### config.mk
export PLATFORM = sky130hd
export DESIGN_NAME = quad_encoder_tx
export DESIGN_NICKNAME = d
export VERILOG_FILES = /design/src/rtl/arcade_pkg.sv /design/src/rtl/arcade_tick_div.sv /design/src/rtl/quad_encoder_tx.sv
export SDC_FILE = /design/constraint.sdc
export NUM_CORES = 1
export LEC_CHECK = 0
export CAP_MARGIN = 5
export CORE_UTILIZATION = 55
export DETAILED_ROUTE_END_ITERATION = 6
export DONT_BUFFER_PORTS = 1
export PLACE_DENSITY = 0.73
export SYNTH_ARGS = -nofsm -noshare
export SYNTH_HDL_FRONTEND = slang
export SYNTH_SLANG_ARGS = --single-unit
### constraint.sdc
create_clock -name clk -period 3.35 [get_ports clk]
set_input_delay 1.005 -clock clk [delete_from_list [all_inputs] [get_ports clk]]
set_output_delay 1.005 -clock clk [all_outputs]
set_load 0.03 [all_outputs]
### src/rtl/arcade_pkg.sv
// Types and constants shared by the quadrature emitter and the spinwheel decoder,
// so that both ends agree on the phase sequence and the direction encoding.
package arcade_pkg;

  typedef logic [1:0] quad_phase_t;

  typedef enum logic {
    QDIR_FWD = 1'b0,
    QDIR_REV = 1'b1
  } quad_dir_t;

  typedef enum logic {
    QTX_IDLE = 1'b0,
    QTX_RUN  = 1'b1
  } quad_tx_state_t;

  // Phase index -> {A,B}; forward rotation walks 0,1,2,3 so that A leads B
  localparam logic [3:0][1:0] QUAD_AB = {2'b01, 2'b11, 2'b10, 2'b00};

  function automatic quad_phase_t quad_step(quad_phase_t p, quad_dir_t dir);
    return (dir == QDIR_FWD) ? quad_phase_t'(p + 2'd1) : quad_phase_t'(p - 2'd1);
  endfunction

endpackage

### src/rtl/arcade_tick_div.sv
// Rate divider: counts 0..DIV-1 while enabled and flags the terminal count.
// A clear holds the count at zero and suppresses the terminal-count pulse.
module arcade_tick_div #(
  parameter int DIV_W = 24,
  parameter int DIV   = 100000
) (
  input  logic clk,
  input  logic resetn,
  input  logic clr_i,
  input  logic en_i,
  output logic tc_o
);

  localparam logic [DIV_W-1:0] TERM = DIV_W'(DIV - 1);

  logic [DIV_W-1:0] cnt_q;
  logic [DIV_W-1:0] cnt_d;

  always_comb begin
    cnt_d = cnt_q;
    if (clr_i) begin
      cnt_d = '0;
    end else if (en_i) begin
      cnt_d = (cnt_q == TERM) ? '0 : cnt_q + DIV_W'(1);
    end
  end

  always_ff @(posedge clk) begin
    if (!resetn) begin
      cnt_q <= '0;
    end else begin
      cnt_q <= cnt_d;
    end
  end

  assign tc_o = en_i && !clr_i && (cnt_q == TERM);

endmodule

### src/rtl/quad_encoder_tx.sv
// Quadrature encoder emitter: turns a signed step command into that many A/B
// transitions, one every STEP_DIV clocks, with both phases driven from flops.
module quad_encoder_tx
  import arcade_pkg::*;
#(
  parameter int CNT_W    = 16,
  parameter int STEP_DIV = 100000,
  parameter int DIV_W    = 24
) (
  input  logic                    clk,
  input  logic                    resetn,
  input  logic                    cmd_valid,
  output logic                    cmd_ready,
  input  logic signed [CNT_W-1:0] cmd_steps,
  input  logic                    abort,
  output logic                    busy,
  output logic                    done,
  output logic [CNT_W-1:0]        steps_left,
  output logic                    enc_a,
  output logic                    enc_b
);

  quad_tx_state_t   state_q, state_d;
  quad_phase_t      p_q, p_d;
  quad_dir_t        dir_q, dir_d;
  logic [CNT_W-1:0] steps_q, steps_d;
  logic             done_q, done_d;
  logic [1:0]       ab_q, ab_d;

  logic             accept;
  logic             tick;
  logic [CNT_W-1:0] cmd_raw;
  logic [CNT_W-1:0] cmd_mag;

  assign accept  = cmd_valid && (state_q == QTX_IDLE);
  assign cmd_raw = cmd_steps;
  // Two's-complement negate keeps the most negative value as 2^(CNT_W-1) unsigned
  assign cmd_mag = cmd_raw[CNT_W-1] ? (~cmd_raw + CNT_W'(1)) : cmd_raw;

  arcade_tick_div #(
    .DIV_W(DIV_W),
    .DIV  (STEP_DIV)
  ) u_tick_div (
    .clk   (clk),
    .resetn(resetn),
    .clr_i (state_q != QTX_RUN),
    .en_i  (state_q == QTX_RUN),
    .tc_o  (tick)
  );

  always_ff @(posedge clk) begin
    if (!resetn) begin
      state_q <= QTX_IDLE;
      p_q     <= '0;
      dir_q   <= QDIR_FWD;
      steps_q <= '0;
      done_q  <= 1'b0;
      ab_q    <= 2'b00;
    end else begin
      state_q <= state_d;
      p_q     <= p_d;
      dir_q   <= dir_d;
      steps_q <= steps_d;
      done_q  <= done_d;
      ab_q    <= ab_d;
    end
  end

  always_comb begin
    state_d = state_q;
    unique case (state_q)
      QTX_IDLE: if (accept && (cmd_raw != '0)) state_d = QTX_RUN;
      QTX_RUN: begin
        if (abort) begin
          state_d = QTX_IDLE;
        end else if (tick && (steps_q == CNT_W'(1))) begin
          state_d = QTX_IDLE;
        end
      end
      default: state_d = QTX_IDLE;
    endcase
  end

  // Abort takes priority over a coincident terminal count, so no step is emitted
  always_comb begin
    p_d     = p_q;
    dir_d   = dir_q;
    steps_d = steps_q;
    done_d  = 1'b0;
    if (state_q == QTX_IDLE) begin
      if (accept) begin
        if (cmd_raw == '0) begin
          done_d = 1'b1;
        end else begin
          dir_d   = cmd_raw[CNT_W-1] ? QDIR_REV : QDIR_FWD;
          steps_d = cmd_mag;
        end
      end
    end else if (abort) begin
      steps_d = '0;
      done_d  = 1'b1;
    end else if (tick) begin
      p_d     = quad_step(p_q, dir_q);
      steps_d = steps_q - CNT_W'(1);
      done_d  = (steps_q == CNT_W'(1));
    end
    ab_d = QUAD_AB[p_d];
  end

  always_comb begin
    cmd_ready  = (state_q == QTX_IDLE);
    busy       = (state_q == QTX_RUN);
    done       = done_q;
    steps_left = steps_q;
    enc_a      = ab_q[1];
    enc_b      = ab_q[0];
  end

endmodule
==> run summary, run 1 <==
====================================================================================
Launching element of the worst setup path                               cmd_steps[7]
Syn-to-layout area delta                                                      4.708%
Post-route core utilization                                                   0.6029
Arrival time worst endpoint                                                  2930 ps
Clock sink count                                                                  46
Critical-path maximum fanout                                                      16
Number of buffers added by the clock tree synthesis step                           5
Post-detailed-route count of antenna-violating nets                                0
Critical Path Sink                                                      steps_left[0]$_SDFFE_PN0P_
Number of input and output port buffers inserted                                   0
Count of unresolved DRC violations after routing                                   0
List of cells traversed by the critical path                            or4_1 > nor3_4 > a21bo_4 > a21boi_4 > buf_12 > a221oi_1 > a211oi_2
Cell area power density                                                 413.5 nW/um^2
Max-slew headroom at the worst pin                                            0.4034
Via count of the first global-routing pass                                      2054
Ports                                                                             41
Hold Buf Count CTS                                                                 0
Synthesized area                                                          2738 sq um
Antenna cells                                                                      0
Buffer depth of the longest clock path                                             2
Die X-Extent                                                            72.55 microns
Count of endpoints failing setup in the final report                               0
DP Wirelength                                                           4316 microns
First-pass GRT wire length                                              9501 microns
Worst-case clock skew                                                       5.821 ps
Overall routing resource usage                                                0.2334
Via/cell ratio                                                                 5.833
Number of enable flip-flop cells after synthesis                                   0
Overall power of the completed layout                                        1185 uW
IR drop worst, VDD                                                       0.0002311 V
Synth Net Count                                                                  360
Capturing point of the worst reg2reg path                               steps_left[14]$_SDFFE_PN0P_
Layout Cells excl Fill                                                           396
Number of distinct library cells after synthesis                                  58
RSZ-0062 raised after global routing                                              no
Setup Crit Path Kind                                                       in -> reg
Final TNS setup                                                                 0 ps
Reg-to-reg critical path startpoint                                     steps_left[0]$_SDFFE_PN0P_
Max Cap Viol                                                                       0
Class of the tightest hold or removal check                               reg -> reg
Highest clock rate                                                        0.3702 GHz
Clock transition at path regs                                                  90 ps
Count of cells along the worst register-to-register path                           8
Gp weighted congestion                                                        0.8292
Static leakage                                                          0.0009812 uW
Type of element launching the critical path                               input port
Y dimension of the die                                                  72.55 microns
Proportion of synthesized flip-flops having asynchronous set or reset              0
Capturing element type of the critical path                                 register
Total congestion overflow after global routing                                     0
Sequential area share after synthesis                                         0.3364
Iteration-0 DRC Markers                                                           77
Layout cells sized above 1                                                   0.06383
Wire length reported by the detailed router                             5793 microns
Period Utilization, post-route                                                0.8064
TritonCTS clock tree                                                           built
Crit path largest cell delay                                                  680 ps
Per-cell routed wire length                                             14.63 microns
Cell Count Post-Placement                                                        388
Count of nets after finishing                                                    352
Worst slack on hold paths                                                   439.6 ps
Final slew viol count                                                              0
First-pass iteration count of the detailed router                                  4
Total via count in the routed design                                            2310
Ys flop type                                                                 dfxtp_1
Effective utilization at floorplan                                            0.5758
Number of rows created at floorplan                                               25
Number of warnings issued by yosys                                                 0
Worst R2R Setup Slack                                                         790 ps
Transition at the pin with the smallest max-transition slack                892.3 ps
H-tree levels                                                                      2
Clock period minus worst slack                                               2701 ps
CTS root buffer                                                             clkbuf_8
Run status                                                              finished clean
Number of inserted filler cells in the final layout                              451
Clock latency on the worst-skew pair                                          300 ps
Antenna violations before repair                                                   0
Register bit total from synthesis                                                 46
Total core area                                                           4755 sq um
Slowest stage cell, crit path                                                  or4_1
Maximum number of pins on one net before global-route repair                      25
Post-synthesis average cell area                                         8.148 sq um
Gate count of the mapped netlist                                                 336
Count of final hold-check violations                                               0
Full die area                                                             5264 sq um
Required time at the worst-slack endpoint                                    3570 ps
Setup Fix Bufs, Post-CTS                                                           0
Resized cells post-CTS                                                             0
====================================================================================
[worst min-delay path by stage]
stage,from,endpoint,slack (ps),depth (start not counted)
global route,u_tick_div.cnt_q[0]$_SDFF_PP0_,u_tick_div.cnt_q[0]$_SDFF_PP0_,470,1
global placement,u_tick_div.cnt_q[0]$_SDFF_PP0_,u_tick_div.cnt_q[0]$_SDFF_PP0_,430,1
floorplan,u_tick_div.cnt_q[0]$_SDFF_PP0_,u_tick_div.cnt_q[0]$_SDFF_PP0_,410,1
CTS,u_tick_div.cnt_q[0]$_SDFF_PP0_,u_tick_div.cnt_q[0]$_SDFF_PP0_,440,1
finish,u_tick_div.cnt_q[0]$_SDFF_PP0_,u_tick_div.cnt_q[0]$_SDFF_PP0_,440,1
detailed placement,u_tick_div.cnt_q[0]$_SDFF_PP0_,u_tick_div.cnt_q[0]$_SDFF_PP0_,430,1
[worst max-delay path, delay by kind of cell]
kind / cells / cell delay (ps)
and+or+nand+nor: 2 / 940
AOI/OAI and AO/OA: 4 / 790
buffers and inverters: 1 / 190
[power by group]
group / internal, uW / total [uW] / switching, uW
sequential: 566 / 629 / 63.1
combinational: 89.1 / 207 / 118
clock: 167 / 349 / 183
total: 821 / 1190 / 364
[per-layer routing]
layer  wire [microns]  vias up  track usage  part of all wire
met5                0        -            0                 0
met4               68        0      0.08497             0.012
met3              334        5      0.05833             0.058
met2             2795       64       0.3873              0.48
met1             2594     1068       0.2927              0.45
li1                 -     1173            -                 -
[flip-flops by register name (all words and copies together), names as in the netlist]
| signal | flops |
|---|---|
| dir_q | 1 |
| steps_left | 16 |
| ab_q | 2 |
| busy | 1 |
| u_tick_div.cnt_q | 24 |
| done | 1 |
| p_q | 1 |
[cells by family (layout without fill, tap and decap cells)]
family                     after synthesis  count (layout)  synth area share
AOI/OAI and AO/OA                       65              65            0.1732
xor gates and xnor gates                41              41            0.1312
adders and majority gates                4               4           0.01828
buffers and inverters                   29              22           0.04479
DFF                                     46              46            0.3364
muxes                                    4               4           0.01463
and+or+nand+nor                        147             147            0.2815
[cell usage in the layout, fill, tap and decap left out, drive strengths merged, types with 3 or more instances in the layout]
| master | count |
|---|---|
| nor3 | 11 |
| o41ai | 3 |
| o22ai | 3 |
| nand2 | 25 |
| and3 | 6 |
| nand3 | 10 |
| a21boi | 6 |
| or3 | 6 |
| inv | 10 |
| nor2 | 41 |
| nand4 | 7 |
| or4 | 4 |
| clkbuf | 7 |
| buf | 3 |
| mux2i | 4 |
| o21ai | 13 |
| xnor2 | 21 |
| dfxtp | 46 |
| nand2b | 6 |
| or2 | 4 |
| nor2b | 4 |
| xor2 | 20 |
| ha | 4 |
| a21oi | 15 |
| and4 | 3 |
| o31ai | 7 |
| o211ai | 4 |
| nor4 | 8 |
| and2 | 5 |
[cell usage after synthesis (4+ instances only)]
cell	number	area [sq um]
clkbuf_1	14	52.55
nand3_1	10	50.05
nand2_1	25	93.84
or4_1	4	30.03
mux2i_1	4	40.04
nor4_1	8	50.05
nand2b_1	6	37.54
a21oi_1	15	75.07
xnor2_1	21	183.9
and3_1	6	37.54
dfxtp_1	46	920.9
o21ai_1	4	20.02
xor2_1	20	175.2
o31ai_1	5	37.54
nor2_1	41	153.9
or3_1	5	31.28
nor3_1	10	50.05
nand4_1	7	43.79
ha_1	4	50.05
o21ai_0	9	45.04
nor2b_1	4	25.02
o211ai_1	4	30.03
inv_1	10	37.54
and2_1	5	31.28
[cell type report]
type | count | area, sq um | area share
Tap cell | 67 | 83.83 | 0.02924
Sequential cell | 46 | 920.9 | 0.3213
Clock buffer | 7 | 86.33 | 0.03012
Multi-Input combinational cell | 261 | 1694 | 0.5910
Inverter | 11 | 41.29 | 0.01440
Timing Repair Buffer | 3 | 35.03 | 0.01222
Clock inverter | 1 | 5.005 | 0.001746
[metrics by stage]
stage	instance area (sq um)	worst slack [ps]
floorplan	2738	612.1
global placement	2775	378.9
detailed placement	2775	332.1
CTS	2867	660.8
global route	2867	540.7
finish	2867	648.6
No activity file was read; power rests on OpenSTA's default activity.
==> run 2, diff against run 1 <==
==> constraint.sdc (replaced) <==
create_clock -name clk -period 2.5 [get_ports clk]
set_input_delay 0.75 -clock clk [delete_from_list [all_inputs] [get_ports clk]]
set_output_delay 0.75 -clock clk [all_outputs]
set_load 0.03 [all_outputs]
==> run 2 against run 1 <==
Compared with the run above:
- cell count grew 4.3%
- clock skew increased by 1.3 ps
- worst hold slack gained 1.8 ps
- setup slack worse by 380 ps
- sequential power is 31% higher
- global-route usage up 1.2 points
- cell area increased by 4.3%
- sequential share of layout area down 1.3 points
- wire length up 3.8%
- total power up 34%
- core utilization increased by 2.6 points
- critical path type unchanged
- critical endpoint is now steps_left[13]$_SDFFE_PN0P_
- largest cell class unchanged
- largest power group unchanged
- highest routed layer unchanged
==> run summary, run 2 (synthesized netlist as in run 1, its figures left out) <==
===========================================================================
Run status                                                     finished clean   unchanged
Hold Crit Depth                                                           1   unchanged
Clock sink count                                                         46   unchanged
Clock transition at path regs                                         80 ps   was 90 ps
Arrival time worst endpoint                                         2470 ps   was 2930 ps
Register name with the most flops                              u_tick_div.cnt_q   unchanged
Met2 WL post-DR                                                2879 microns   was 2795 microns
H-tree levels                                                             2   unchanged
Cell area power density                                        531.3 nW/um^2   was 413.5 nW/um^2
Max Cap Viol                                                              0   unchanged
Total via count in the routed design                                   2378   was 2310
Count of unresolved DRC violations after routing                          0   unchanged
Overall power of the completed layout                               1588 uW   was 1185 uW
Gp weighted congestion                                               0.8345   was 0.8292
Post-detailed-route count of antenna-violating nets                       0   unchanged
Transition at the pin with the smallest max-transition slack       583.9 ps   was 892.3 ps
Hold Buf Count CTS                                                        0   unchanged
CTS root buffer                                                    clkbuf_8   unchanged
Antenna cells                                                             0   unchanged
Setup Crit Path Kind                                              in -> reg   unchanged
Most frequent cells in the layout                              46 x dfxtp_1, 41 x nor2_1, 25 x nand2_1   unchanged
Met1 Wirelength                                                2791 microns   was 2594 microns
Critical-path maximum fanout                                              6   was 16
Resized cells post-CTS                                                    0   unchanged
Post-route core utilization                                          0.6287   was 0.6029
Count of final hold-check violations                                      0   unchanged
Antenna violations before repair                                          0   unchanged
TritonCTS clock tree                                                  built   unchanged
First-pass GRT wire length                                     10070 microns   was 9501 microns
Type of element launching the critical path                      input port   unchanged
Max layer used                                                         met4   unchanged
Maximum number of pins on one net before global-route repair             25   unchanged
Overall routing resource usage                                       0.2459   was 0.2334
Buffer depth of the longest clock path                                    2   unchanged
Clock period minus worst slack                                      2229 ps
Die X-Extent                                                   72.55 microns   unchanged
Capturing element type of the critical path                        register   unchanged
Full die area                                                    5264 sq um   unchanged
Max-slew headroom at the worst pin                                   0.6077   was 0.4034
Syn-to-layout area delta                                             9.187%   was 4.708%
Worst-case clock skew                                              7.076 ps   was 5.821 ps
Ports                                                                    41   unchanged
Clock latency on the worst-skew pair                                 300 ps   about the same
Via/cell ratio                                                        5.758   was 5.833
Highest clock rate                                               0.4487 GHz
IR drop worst, VDD                                              0.0002745 V   was 0.0002311 V
Wire length reported by the detailed router                    6012 microns   was 5793 microns
Number of input and output port buffers inserted                          0   unchanged
Cell Count Post-Placement                                               406   was 388
Static leakage                                                  0.001066 uW   was 0.0009812 uW
Iteration-0 DRC Markers                                                 135   was 77
Leading cell type in the layout, fill and taps excluded             dfxtp_1   unchanged
DP Wirelength                                                  4463 microns   was 4316 microns
Count of cells along the worst register-to-register path                  8   unchanged
Count of nets after finishing                                           370   was 352
Per-cell routed wire length                                    14.56 microns   was 14.63 microns
First-pass iteration count of the detailed router                         5   was 4
Setup Fix Bufs, Post-CTS                                                  0   unchanged
Class of the tightest hold or removal check                      reg -> reg   unchanged
Number of inserted filler cells in the final layout                     462   was 451
Wire length on met3                                             267 microns   was 334 microns
Effective utilization at floorplan                                   0.5758   unchanged
Total core area                                                  4755 sq um   unchanged
Total congestion overflow after global routing                            0   unchanged
Count of endpoints failing setup in the final report                      0   unchanged
Period Utilization, post-route                                       0.8915
Number of rows created at floorplan                                      25   unchanged
Required time at the worst-slack endpoint                           2740 ps   was 3570 ps
Number of buffers added by the clock tree synthesis step                  5   unchanged
Final slew viol count                                                     0   unchanged
Y dimension of the die                                         72.55 microns   unchanged
Number of flip-flops under the largest register name                     24   unchanged
Layout cells sized above 1                                           0.1127   was 0.06383
Layout Cells excl Fill                                                  413   was 396
RSZ-0062 raised after global routing                                     no   unchanged
Via count of the first global-routing pass                             2245   was 2054
===========================================================================
## run 2: cell types whose count changed in the layout (fill, tap and decap cells not counted), sizes merged
cell,delta
buf,+18
clkbuf,-2
clkinv,+1
## run 2: worst max-delay path, stage by stage
cell,delay (ps)
or4_1,660
buf_4,200
o41ai_1,400
xor2_1,100
o21ai_0,170
nand2b_1,80
a21boi_1,110
## run 2: layer usage
layer / up-vias / GRT usage
li1: 1202 / -
met2: 52 / 0.4154
met4: 0 / 0.08932
met5: - / 0
met1: 1118 / 0.3028
met3: 6 / 0.06111
## run 2: power by group
part           total, uW  internal (uW)  leakage [uW]  switching, uW
logic                326            143      0.000648            183
registers            822            758      0.000374           64.1
clock network        440            188     0.0000438            252
total               1590           1090       0.00107            499
## run 2: layout make-up
type	count	area, sq um	area share
sequential	46	920.9	0.3081
inverter	11	41.29	0.01381
tap	67	83.83	0.02805
timing repair buffer	21	170.2	0.05693
clock buffer	5	68.82	0.02302
multi-input combinational	261	1694	0.5668
clock inverter	2	10.01	0.003349
## run 2: final timing paths
| check | start | end | slack (ps) |
|---|---|---|---|
| max | cmd_steps[7] | steps_left[13]$_SDFFE_PN0P_ | 270 |
| max reg2reg | steps_left[0]$_SDFFE_PN0P_ | steps_left[14]$_SDFFE_PN0P_ | 340 |
| min reg2reg | u_tick_div.cnt_q[0]$_SDFF_PP0_ | u_tick_div.cnt_q[0]$_SDFF_PP0_ | 440 |
| min | u_tick_div.cnt_q[0]$_SDFF_PP0_ | u_tick_div.cnt_q[0]$_SDFF_PP0_ | 440 |
## run 2: stage by stage
stage | area (sq um) | hold WS (ps) | TNS, ps | setup WS (ps)
2_1_floorplan | 2738 | 412.9 | 0 | 17.12
3_3_place_gp | 2910 | 426.8 | -23.53 | -12.58
3_5_place_dp | 2910 | 433.7 | -112.3 | -34.29
4_1_cts | 2989 | 445.4 | 0 | 283.6
5_1_grt | 2989 | 466.6 | 0 | 114.4
6_report | 2989 | 441.4 | 0 | 271.3
